[config.mk]
export PLATFORM = sky130hd
export DESIGN_NAME = ram_arb2
export DESIGN_NICKNAME = d
export VERILOG_FILES = /design/src/rtl/ram_arb2.sv
export SDC_FILE = /design/constraint.sdc
export NUM_CORES = 1
export LEC_CHECK = 0
export CAP_MARGIN = 20
export CORE_AREA = 2 2 102 104
export CTS_BUF_LIST = sky130_fd_sc_hd__clkbuf_16
export DETAILED_ROUTE_END_ITERATION = 7
export DIE_AREA = 0 0 104 106
export DONT_BUFFER_PORTS = 1
export PLACE_DENSITY_LB_ADDON = 0.3
export SLEW_MARGIN = 30
export SYNTH_ARGS = -nofsm -noshare
export SYNTH_HDL_FRONTEND = slang
export SYNTH_SLANG_ARGS = --single-unit
export TNS_END_PERCENT = 30
[constraint.sdc]
create_clock -name clk -period 4 [get_ports clk]
set_input_delay 0 -clock clk [delete_from_list [all_inputs] [get_ports clk]]
set_output_delay 0 -clock clk [all_outputs]
set_load 0.05 [all_outputs]
[src/rtl/ram_arb2.sv]
// Two-port round-robin arbiter in front of a shared single-port RAM with combinational read.
// Each port owns a one-deep response register, so a port with a consumed response streams 1/cycle.
module ram_arb2 #(
  parameter int unsigned ADDR_WIDTH = 16,
  parameter int unsigned DATA_WIDTH = 32
) (
  input  logic                  clk,
  input  logic                  rst,
  // requester 0
  input  logic                  m0_req_valid_i,
  output logic                  m0_req_ready_o,
  input  logic                  m0_we_i,
  input  logic [3:0]            m0_we_mask_i,
  input  logic [ADDR_WIDTH-1:0] m0_addr_i,
  input  logic [DATA_WIDTH-1:0] m0_data_i,
  output logic                  m0_rsp_valid_o,
  input  logic                  m0_rsp_ready_i,
  output logic [DATA_WIDTH-1:0] m0_rsp_data_o,
  // requester 1
  input  logic                  m1_req_valid_i,
  output logic                  m1_req_ready_o,
  input  logic                  m1_we_i,
  input  logic [3:0]            m1_we_mask_i,
  input  logic [ADDR_WIDTH-1:0] m1_addr_i,
  input  logic [DATA_WIDTH-1:0] m1_data_i,
  output logic                  m1_rsp_valid_o,
  input  logic                  m1_rsp_ready_i,
  output logic [DATA_WIDTH-1:0] m1_rsp_data_o,
  // shared RAM
  output logic                  ram_we_o,
  output logic [3:0]            ram_we_mask_o,
  output logic [ADDR_WIDTH-1:0] ram_addr_o,
  output logic [DATA_WIDTH-1:0] ram_data_o,
  input  logic [DATA_WIDTH-1:0] ram_data_i
);

  typedef enum logic {Pri0, Pri1} prio_e;

  prio_e                 prio_q, prio_d;
  logic                  rsp_valid0_q, rsp_valid0_d;
  logic                  rsp_valid1_q, rsp_valid1_d;
  logic [DATA_WIDTH-1:0] rsp_data0_q, rsp_data0_d;
  logic [DATA_WIDTH-1:0] rsp_data1_q, rsp_data1_d;

  logic elig0, elig1;
  logic grant0, grant1;

  // A port may only be granted if its response slot is free or drains this same cycle.
  assign elig0 = m0_req_valid_i && (!rsp_valid0_q || m0_rsp_ready_i);
  assign elig1 = m1_req_valid_i && (!rsp_valid1_q || m1_rsp_ready_i);

  assign grant0 = !rst && elig0 && (!elig1 || (prio_q == Pri0));
  assign grant1 = !rst && elig1 && (!elig0 || (prio_q == Pri1));

  assign m0_req_ready_o = grant0;
  assign m1_req_ready_o = grant1;

  // Without a grant the RAM address/data still follow port 0, but nothing is written.
  always_comb begin
    ram_we_o      = 1'b0;
    ram_we_mask_o = 4'b0000;
    ram_addr_o    = m0_addr_i;
    ram_data_o    = m0_data_i;
    if (grant1) begin
      ram_we_o      = m1_we_i;
      ram_we_mask_o = m1_we_mask_i;
      ram_addr_o    = m1_addr_i;
      ram_data_o    = m1_data_i;
    end else if (grant0) begin
      ram_we_o      = m0_we_i;
      ram_we_mask_o = m0_we_mask_i;
    end
  end

  always_comb begin
    prio_d       = prio_q;
    rsp_valid0_d = rsp_valid0_q;
    rsp_valid1_d = rsp_valid1_q;
    rsp_data0_d  = rsp_data0_q;
    rsp_data1_d  = rsp_data1_q;

    unique case (prio_q)
      Pri0: if (grant0) prio_d = Pri1;
            else if (grant1) prio_d = Pri0;
      Pri1: if (grant1) prio_d = Pri0;
            else if (grant0) prio_d = Pri1;
      default: prio_d = Pri0;
    endcase

    // A new transfer overwrites a response being consumed in the same cycle.
    if (grant0) begin
      rsp_valid0_d = 1'b1;
      rsp_data0_d  = m0_we_i ? '0 : ram_data_i;
    end else if (m0_rsp_ready_i && rsp_valid0_q) begin
      rsp_valid0_d = 1'b0;
    end

    if (grant1) begin
      rsp_valid1_d = 1'b1;
      rsp_data1_d  = m1_we_i ? '0 : ram_data_i;
    end else if (m1_rsp_ready_i && rsp_valid1_q) begin
      rsp_valid1_d = 1'b0;
    end
  end

  always_ff @(posedge clk) begin
    if (rst) begin
      prio_q       <= Pri0;
      rsp_valid0_q <= 1'b0;
      rsp_valid1_q <= 1'b0;
      rsp_data0_q  <= '0;
      rsp_data1_q  <= '0;
    end else begin
      prio_q       <= prio_d;
      rsp_valid0_q <= rsp_valid0_d;
      rsp_valid1_q <= rsp_valid1_d;
      rsp_data0_q  <= rsp_data0_d;
      rsp_data1_q  <= rsp_data1_d;
    end
  end

  assign m0_rsp_valid_o = rsp_valid0_q;
  assign m1_rsp_valid_o = rsp_valid1_q;
  assign m0_rsp_data_o  = rsp_data0_q;
  assign m1_rsp_data_o  = rsp_data1_q;

endmodule

## After elaboration in Yosys (flattened, before gate mapping)

Cells that the tools add are included.

| operators by class | value |
|---|---|
| multiplexer cells | 15 |
| bitwise logic cells | 1 |
| reductions and logical operators | 19 |

Operators by type and width:

| cell | count |
|---|---|
| two-way mux 32 bit | 3 |
| two-way mux 16 bit | 1 |
| logical AND 1 bit | 8 |
| two-way mux 1 bit | 8 |
| two-way mux 4 bit | 2 |
| zero test 1 bit | 5 |
| logical OR 1 bit | 4 |
| nonzero test 2 bit | 2 |
| one-hot mux 1 bit (2 select lines) | 1 |
| NOT 1 bit | 1 |

| storage, ports and cells | value |
|---|---|
| flip-flop bits (word level) | 67 |
| input bits | 144 |

## Depth between registers and ports, before layout

Gate-level depths: netlist of run 1.

| depth | value |
|---|---|
| depth in word-level cells | 8 |
| mapped depth | 8 |

## Worst setup path after synthesis of run 1

OpenSTA, ideal clock, no wires.

| path | value |
|---|---|
| kind | flip-flop to output port |
| start | register rsp_valid0_q (netlist: m0_rsp_valid_o) |
| end | output ram_data_o[22] |
| arrival | 1957 ps |
| data required time | 4000 ps |
| setup slack | 2043 ps |
| stages on the path, launching flop included | 8 |
| buffers on the path | 2 |
| cells stage by stage | dfxtp_1 -> nor2b_2 -> o2111ai_4 -> inv_2 -> buf_6 -> buf_6 -> nand2_1 -> nand2_1 |

| on the way | value |
|---|---|
| word-level cells in the longest chain between the ends | 7 |

RTL lines:

| item | line | source |
|---|---|---|
| from (decl) | 40 | `logic rsp_valid0_q, rsp_valid0_d;` |
| from (signal assigned) | 115 | `rsp_valid0_q <= rsp_valid0_d;` |
| zero test 1 bit | 49 | `assign elig0 = m0_req_valid_i && (!rsp_valid0_q \|\| m0_rsp_ready_i);` |
| logical OR 1 bit | 49 |  |
| logical AND 1 bit | 49 |  |
| zero test 1 bit | 53 | `assign grant1 = !rst && elig1 && (!elig0 \|\| (prio_q == Pri1));` |
| logical OR 1 bit | 53 |  |
| logical AND 1 bit | 53 |  |
| named net m1_req_ready_o | 21 | `output logic m1_req_ready_o,` |
| two-way mux 32 bit | 64 | `if (grant1) begin` |
| to (decl) | 33 | `output logic [DATA_WIDTH-1:0] ram_data_o,` |

The timed path passes the listed nets, and every way through them passes these cells.

## Worst setup path after layout of run 1

| path | value |
|---|---|
| start | register rsp_valid1_q (netlist: m1_rsp_valid_o) |
| end | output ram_we_mask_o[0] |

| on the way | value |
|---|---|
| word-level cells in the longest chain between the ends | 8 |
| elaborated cells between the ends (all ways) | 10 |
| classes of those cells | mux: 2; reduce/logical: 8 |

RTL lines:

| item | line | source |
|---|---|---|
| from (decl) | 41 | `logic rsp_valid1_q, rsp_valid1_d;` |
| from (signal assigned) | 116 | `rsp_valid1_q <= rsp_valid1_d;` |
| zero test 1 bit (*) | 50 | `assign elig1 = m1_req_valid_i && (!rsp_valid1_q \|\| m1_rsp_ready_i);` |
| logical OR 1 bit (*) | 50 |  |
| logical AND 1 bit (*) | 50 |  |
| zero test 1 bit | 52 | `assign grant0 = !rst && elig0 && (!elig1 \|\| (prio_q == Pri0));` |
| logical OR 1 bit | 52 |  |
| logical AND 1 bit | 52 |  |
| two-way mux 4 bit | 69 | `end else if (grant0) begin` |
| two-way mux 4 bit (*) | 64 |  |
| to (decl) | 31 | `output logic [3:0] ram_we_mask_o,` |

Mark *: on every way between the ends. The rest lies on a longest branch, timed or not.

==> flow_metrics.py, run 1 <==
metrics = {
    "grt": {
        "grt_max_degree": 63,
        "antenna_found_initial": 1,
        "grtUsageTotal": 0.210,
        "overflow": 0,
        "grt_pass1_wl_um": 18000,
        "grt_pass1_vias": 3187,
    },
    "sta": {
        "period_minus_slack_ns": 2.82,
        "worstMarginPinSlew_ns": 0.996,
        "tns_ns": 0,
        "setup_violations": 0,
        "maxSlewViolCount": 0,
        "clock_skew_ns": 0.00529,
        "setup_ws_ns": 1.18,
        "finalCritPeriodShare": 0.704,
        "holdWs_ns": 0.138,
        "rsz0062_at_grt": "false",
        "relSlewSlack": 0.334,
        "max_freq_mhz": 355,
        "final-hold-violation-count": 0,
    },
    "clock_network": {
        "insertion_delay_ns": 0.33,
        "postCtsSetupRepairBufs": 0,
        "clk_pin_slew_worst_paths_ns": 0.05,
        "cts_sinks": 67,
        "clock_path_buffers": 2,
        "cts_made_buffers": 9,
        "htree_levels": 3,
        "cts_tree": "done",
        "holdBufCountCts": 58,
        "post_cts_resized": 0,
        "cts_root_buf": "clkbuf_16",
    },
    "floorplan": {
        "die_w_um": 104,
        "start_util": 0.331,
        "die_y_um": 106,
        "core-area_mm2": 0.0100,
        "num_io_pins": 265,
        "dieArea_mm2": 0.0110,
        "row_count": 37,
    },
    "yosys": {
        "ys_warn_count": 0,
        "syn_area_per_cell_um2": 7.19,
        "netlist_area_mm2": 0.00331,
        "synthXorXnorAreaFrac": 0,
        "syn_nets": 605,
        "synth.area.mux_share": 0,
        "ys_types": 22,
        "synthCells": 461,
        "synth_top_family_by_area": "simple AND/OR/NAND/NOR gates",
        "synth_compound_area_frac": 0.106,
        "synth-simple-area-share": 0.421,
        "synth_seq_cells": 67,
        "ys_seq_area_frac": 0.405,
        "synthAdderAreaFrac": 0,
    },
    "worst_setup_path": {
        "worst-setup-path-type": "reg2out",
        "slowest_stage": "dfxtp_1",
        "crit_arrival_ns": 2.82,
        "cp.required_ns": 4.00,
        "r2r_cells": 7,
        "crit_path_end_kind": "output pin",
        "crit_path_max_incr_delay_ns": 0.67,
        "cp_max_fo": 34,
        "startpoint_type": "register",
        "crit_chain": "nand2b_4 -> a31oi_4 -> buf_4 -> and2_2 -> a22o_1",
    },
    "final_layout": {
        "layout_commonest_cell": "nand2_1",
        "drive_gt1_frac": 0.0539,
        "stdcell_area_mm2": 0.00422,
        "area_growth_syn_to_layout_pct": 27.3,
        "antenna_cells": 0,
        "final_cell_mix": "nand2_1, dfxtp_1, dlygate4sd3_1",
        "final_nets": 641,
        "fin_util": 0.422,
    },
    "placed_design": {
        "place_congestion": 0.798,
        "dp_hpwl_um": 7830,
        "dpl_cell_area_mm2": 0.00334,
        "dp_slack_ns": 1.39,
        "io_buffers": 0,
    },
    "run_status": {
        "status": "complete, no violations",
    },
    "drt": {
        "wl_um": 12000,
        "first_pass_iters": 5,
        "wl_per_cell_um": 18.9,
        "drc": 0,
        "viasPerCell": 5.33,
        "detail-route-antenna-nets": 0,
        "dr_total_vias": 3398,
        "drt_iter0_drc": 279,
    },
    "pwr": {
        "worst_ir_drop_vdd_mv": 0.232,
        "power_density_mw_per_mm2": 483,
        "p_leak_nw": 1.71,
    },
    "hold_path": {
        "worstHoldPathType": "in2reg",
        "hold_depth": 3,
    },
    "flow_run": {
        "cap_violations": 0,
    },
}
-- registers in the layout, summed over array words and instances, names as in the netlist --
register / flops
prio_q: 1
m1_rsp_data_o: 32
m0_rsp_valid_o: 1
m1_rsp_valid_o: 1
m0_rsp_data_o: 32
-- worst paths after layout --
check	start	to	slack [ns]
min	rst	prio_q$_SDFF_PP0_	0.14
max reg2reg	m0_rsp_valid_o$_SDFFE_PP0P_	m1_rsp_data_o[7]$_SDFFE_PP0P_	1.28
min reg2reg	prio_q$_SDFF_PP0_	prio_q$_SDFF_PP0_	0.57
max	m1_rsp_valid_o$_SDFFE_PP0P_	ram_we_mask_o[0]	1.18
-- cells in the mapped netlist (all sizes together) --
cell type,count,area share
a21o,1,0.0023
a21oi,16,0.024
a22o,5,0.013
a31oi,1,0.0064
and2,1,0.0019
buf,19,0.042
clkbuf,21,0.024
dfxtp,67,0.40
inv,2,0.0023
nand2,208,0.24
nand2b,2,0.0083
nand3,31,0.047
nand3b,17,0.039
nand4b,32,0.085
nor2,1,0.0011
nor2b,2,0.0045
o2111ai,1,0.0079
o21a,1,0.0023
o21ai,33,0.050
-- metrics by stage --
| stage | power (mW) | instances |
|---|---|---|
| 6_report | 2.04 | 637 |
| 5_1_grt | 2.11 | 637 |
| 4_1_cts | 2.05 | 637 |
| 3_5_place_dp | 1.19 | 564 |
| 3_3_place_gp | 1.19 | 564 |
| 2_1_floorplan | 1.16 | 461 |
-- power breakdown --
| part | total [mW] | switching, mW | internal (mW) |
|---|---|---|---|
| combinational | 0.409 | 0.319 | 0.0894 |
| sequential | 0.820 | 0.122 | 0.698 |
| clock | 0.808 | 0.276 | 0.533 |
-- metal layers --
layer	global-route usage	routed length, µm	vias to the layer above
li1	-	-	1606
met1	0.228	4590	1598
met2	0.375	6140	170
met3	0.0582	980	22
met4	0.104	321	2
met5	0	11	-
-- cell families after synthesis --
family / Yosys count
and+or+nand+nor: 294
DFF: 67
AOI/OAI and AO/OA: 58
buffers and inverters: 42
-- area by class of cell --
class / instances / area, µm²
well taps: 136 / 170
multi-input cells: 352 / 1750
inverters: 2 / 8.76
flip-flops and latches: 67 / 1340
repair buffers: 65 / 646
clock inverters: 6 / 75.1
fillers: 1020 / 5780
clock buffers: 9 / 225
-- worst max-delay path, delay by kind of cell, from the launching register on --
| family | cells | cell delay, ns |
|---|---|---|
| AOI/OAI and AO/OA | 2 | 0.75 |
| and+or+nand+nor | 2 | 0.68 |
| DFF | 1 | 0.67 |
| buffers and inverters | 1 | 0.38 |
Note: power is estimated with default switching activity, not from simulation.
==> inputs of run 2 (changes only) <==
--- a/config.mk
+++ b/config.mk
@@ -6,10 +6,10 @@
 export NUM_CORES = 1
 export LEC_CHECK = 0
 export CAP_MARGIN = 20
-export CORE_AREA = 2 2 102 104
+export CORE_AREA = 2 2 104 106
 export CTS_BUF_LIST = sky130_fd_sc_hd__clkbuf_16
 export DETAILED_ROUTE_END_ITERATION = 7
-export DIE_AREA = 0 0 104 106
+export DIE_AREA = 0 0 106 108
 export DONT_BUFFER_PORTS = 1
 export PLACE_DENSITY_LB_ADDON = 0.3
 export SLEW_MARGIN = 30
==> constraint.sdc (replaced) <==
create_clock -name clk -period 2.65 [get_ports clk]
set_input_delay 0 -clock clk [delete_from_list [all_inputs] [get_ports clk]]
set_output_delay 0 -clock clk [all_outputs]
set_load 0.05 [all_outputs]
==> flow_metrics.py, run 2 (synthesis results as in run 1) <==
metrics = {
    "drt": {
        "viasPerCell": 5.25,
        "wl_per_cell_um": 19.2,
        "drc": 0,
        "detail-route-antenna-nets": 0,
        "drt_iter0_drc": 244,
        "dr_total_vias": 3660,
        "wl_um": 13400,
        "first_pass_iters": 5,
    },
    "final_layout": {
        "final_cell_mix": "nand2_1, dfxtp_1, dlygate4sd3_1",
        "drive_gt1_frac": 0.158,
        "final_nets": 695,
        "area_growth_syn_to_layout_pct": 57.7,
        "layout_commonest_cell": "nand2_1",
    },
    "grt": {
        "antenna_found_initial": 5,
        "grt_pass1_vias": 3564,
        "grt_max_degree": 82,
        "grtUsageTotal": 0.225,
        "overflow": 0,
        "grt_pass1_wl_um": 19700,
    },
    "clock_network": {
        "htree_levels": 3,
        "cts_sinks": 67,
        "cts_made_buffers": 9,
        "cts_tree": "done",
        "insertion_delay_ns": 0.32,
        "postCtsSetupRepairBufs": 0,
        "clock_path_buffers": 2,
        "cts_root_buf": "clkbuf_16",
        "clk_pin_slew_worst_paths_ns": 0.06,
    },
    "worst_setup_path": {
        "r2r_end": "m1_rsp_data_o[28]$_SDFFE_PP0P_",
        "worst-setup-path-type": "reg2reg",
        "cp_max_fo": 31,
        "reg2reg_from": "m0_rsp_valid_o$_SDFFE_PP0P_",
        "cp.required_ns": 2.91,
        "startpoint_type": "register",
        "crit_path_max_incr_delay_ns": 0.58,
        "crit_chain": "nor2b_2 -> o2111ai_4 -> clkinv_2 -> buf_4 -> nand3_1 -> a21oi_1 -> dlygate4sd3_1",
        "r2r_cells": 7,
        "r2r_slack_ns": 0.31,
        "slowest_stage": "dlygate4sd3_1",
        "crit_end": "m1_rsp_data_o[28]$_SDFFE_PP0P_",
        "startpoint": "m0_rsp_valid_o$_SDFFE_PP0P_",
        "crit_arrival_ns": 2.61,
        "crit_path_end_kind": "register",
    },
    "sta": {
        "relSlewSlack": 0.417,
        "holdWs_ns": 0.128,
        "clock_skew_ns": 0.00623,
        "period_minus_slack_ns": 2.34,
        "rsz0062_at_grt": "false",
        "maxSlewViolCount": 0,
        "finalCritPeriodShare": 0.884,
        "worstMarginPinSlew_ns": 0.872,
        "max_freq_mhz": 427,
        "setup_ws_ns": 0.306,
        "final-hold-violation-count": 0,
        "setup_violations": 0,
        "tns_ns": 0,
    },
    "floorplan": {
        "dieArea_mm2": 0.0114,
        "die_y_um": 108,
        "die_w_um": 106,
        "row_count": 37,
        "core-area_mm2": 0.0102,
        "start_util": 0.324,
        "num_io_pins": 265,
    },
    "placed_design": {
        "io_buffers": 0,
        "dp_slack_ns": 0.621,
        "place_congestion": 0.761,
        "dp_hpwl_um": 9180,
    },
    "hold_path": {
        "worstHoldPathType": "in2reg",
        "hold_start": "rst",
    },
    "run_status": {
        "status": "complete, no violations",
    },
    "flow_run": {
        "cap_violations": 0,
    },
    "pwr": {
        "power_density_mw_per_mm2": 621,
        "p_leak_nw": 2.16,
        "worst_ir_drop_vdd_mv": 0.326,
    },
}
-- run 2: metal layers --
metal,part of all wire,wire length (µm),GRT usage
met1,0.35,4670,0.236
met2,0.52,6920,0.386
met3,0.10,1340,0.0802
met4,0.033,438,0.144
met5,0,0,0
-- run 2: report_power, final --
part	switching, mW	internal, mW
Combinational	0.545	0.394
Clock	0.444	0.627
Sequential	0.180	1.05
-- run 2: how the worst min path moves through the flow --
stage,to,slack [ns],cells after the start
CTS,prio_q$_SDFF_PP0_,0.11,3
global route,prio_q$_SDFF_PP0_,0.13,3
global placement,m1_rsp_data_o[28]$_SDFFE_PP0P_,0.07,1
detailed placement,m1_rsp_data_o[28]$_SDFFE_PP0P_,0.08,1
floorplan,m1_rsp_data_o[0]$_SDFFE_PP0P_,0.13,2
finish,prio_q$_SDFF_PP0_,0.13,3
-- run 2: through the flow --
| stage | instances | power (mW) | util | instance area, µm² |
|---|---|---|---|---|
| after floorplan | 461 | 1.74 | - | 3310 |
| after global placement | 619 | 2.11 | 0.428 | 4380 |
| after detailed placement | 619 | 2.12 | 0.428 | 4380 |
| after CTS | 692 | 3.27 | 0.510 | 5220 |
| after global routing | 697 | 3.37 | 0.511 | 5230 |
| final | 697 | 3.24 | 0.511 | 5230 |
-- run 2: timing repair --
action / CTS / global route
setup endpoints to repair: 0 / 1
endpoints found under the hold margin: 66 / 0
gates resized for setup: 0 / 1
hold buffers: 57 / 0
-- run 2: worst max-delay path: cells and delay by family, from the launching register on --
kind                   cells  cell delay [ns]
AND/OR/NAND/NOR            2             0.44
AO/OA/AOI/OAI              2             0.32
flip-flops                 1             0.49
buffers and inverters      3             1.01
-- run 2: layout make-up --
cell class,count,area (µm²)
Inverter,2,8.76
Multi-Input combinational cell,352,1750
Clock buffer,9,225
Timing Repair Buffer,119,1670
Clock inverter,7,45.0
Sequential cell,67,1340
Fill cell,951,5010
Tap cell,136,170
Antenna cell,5,12.5
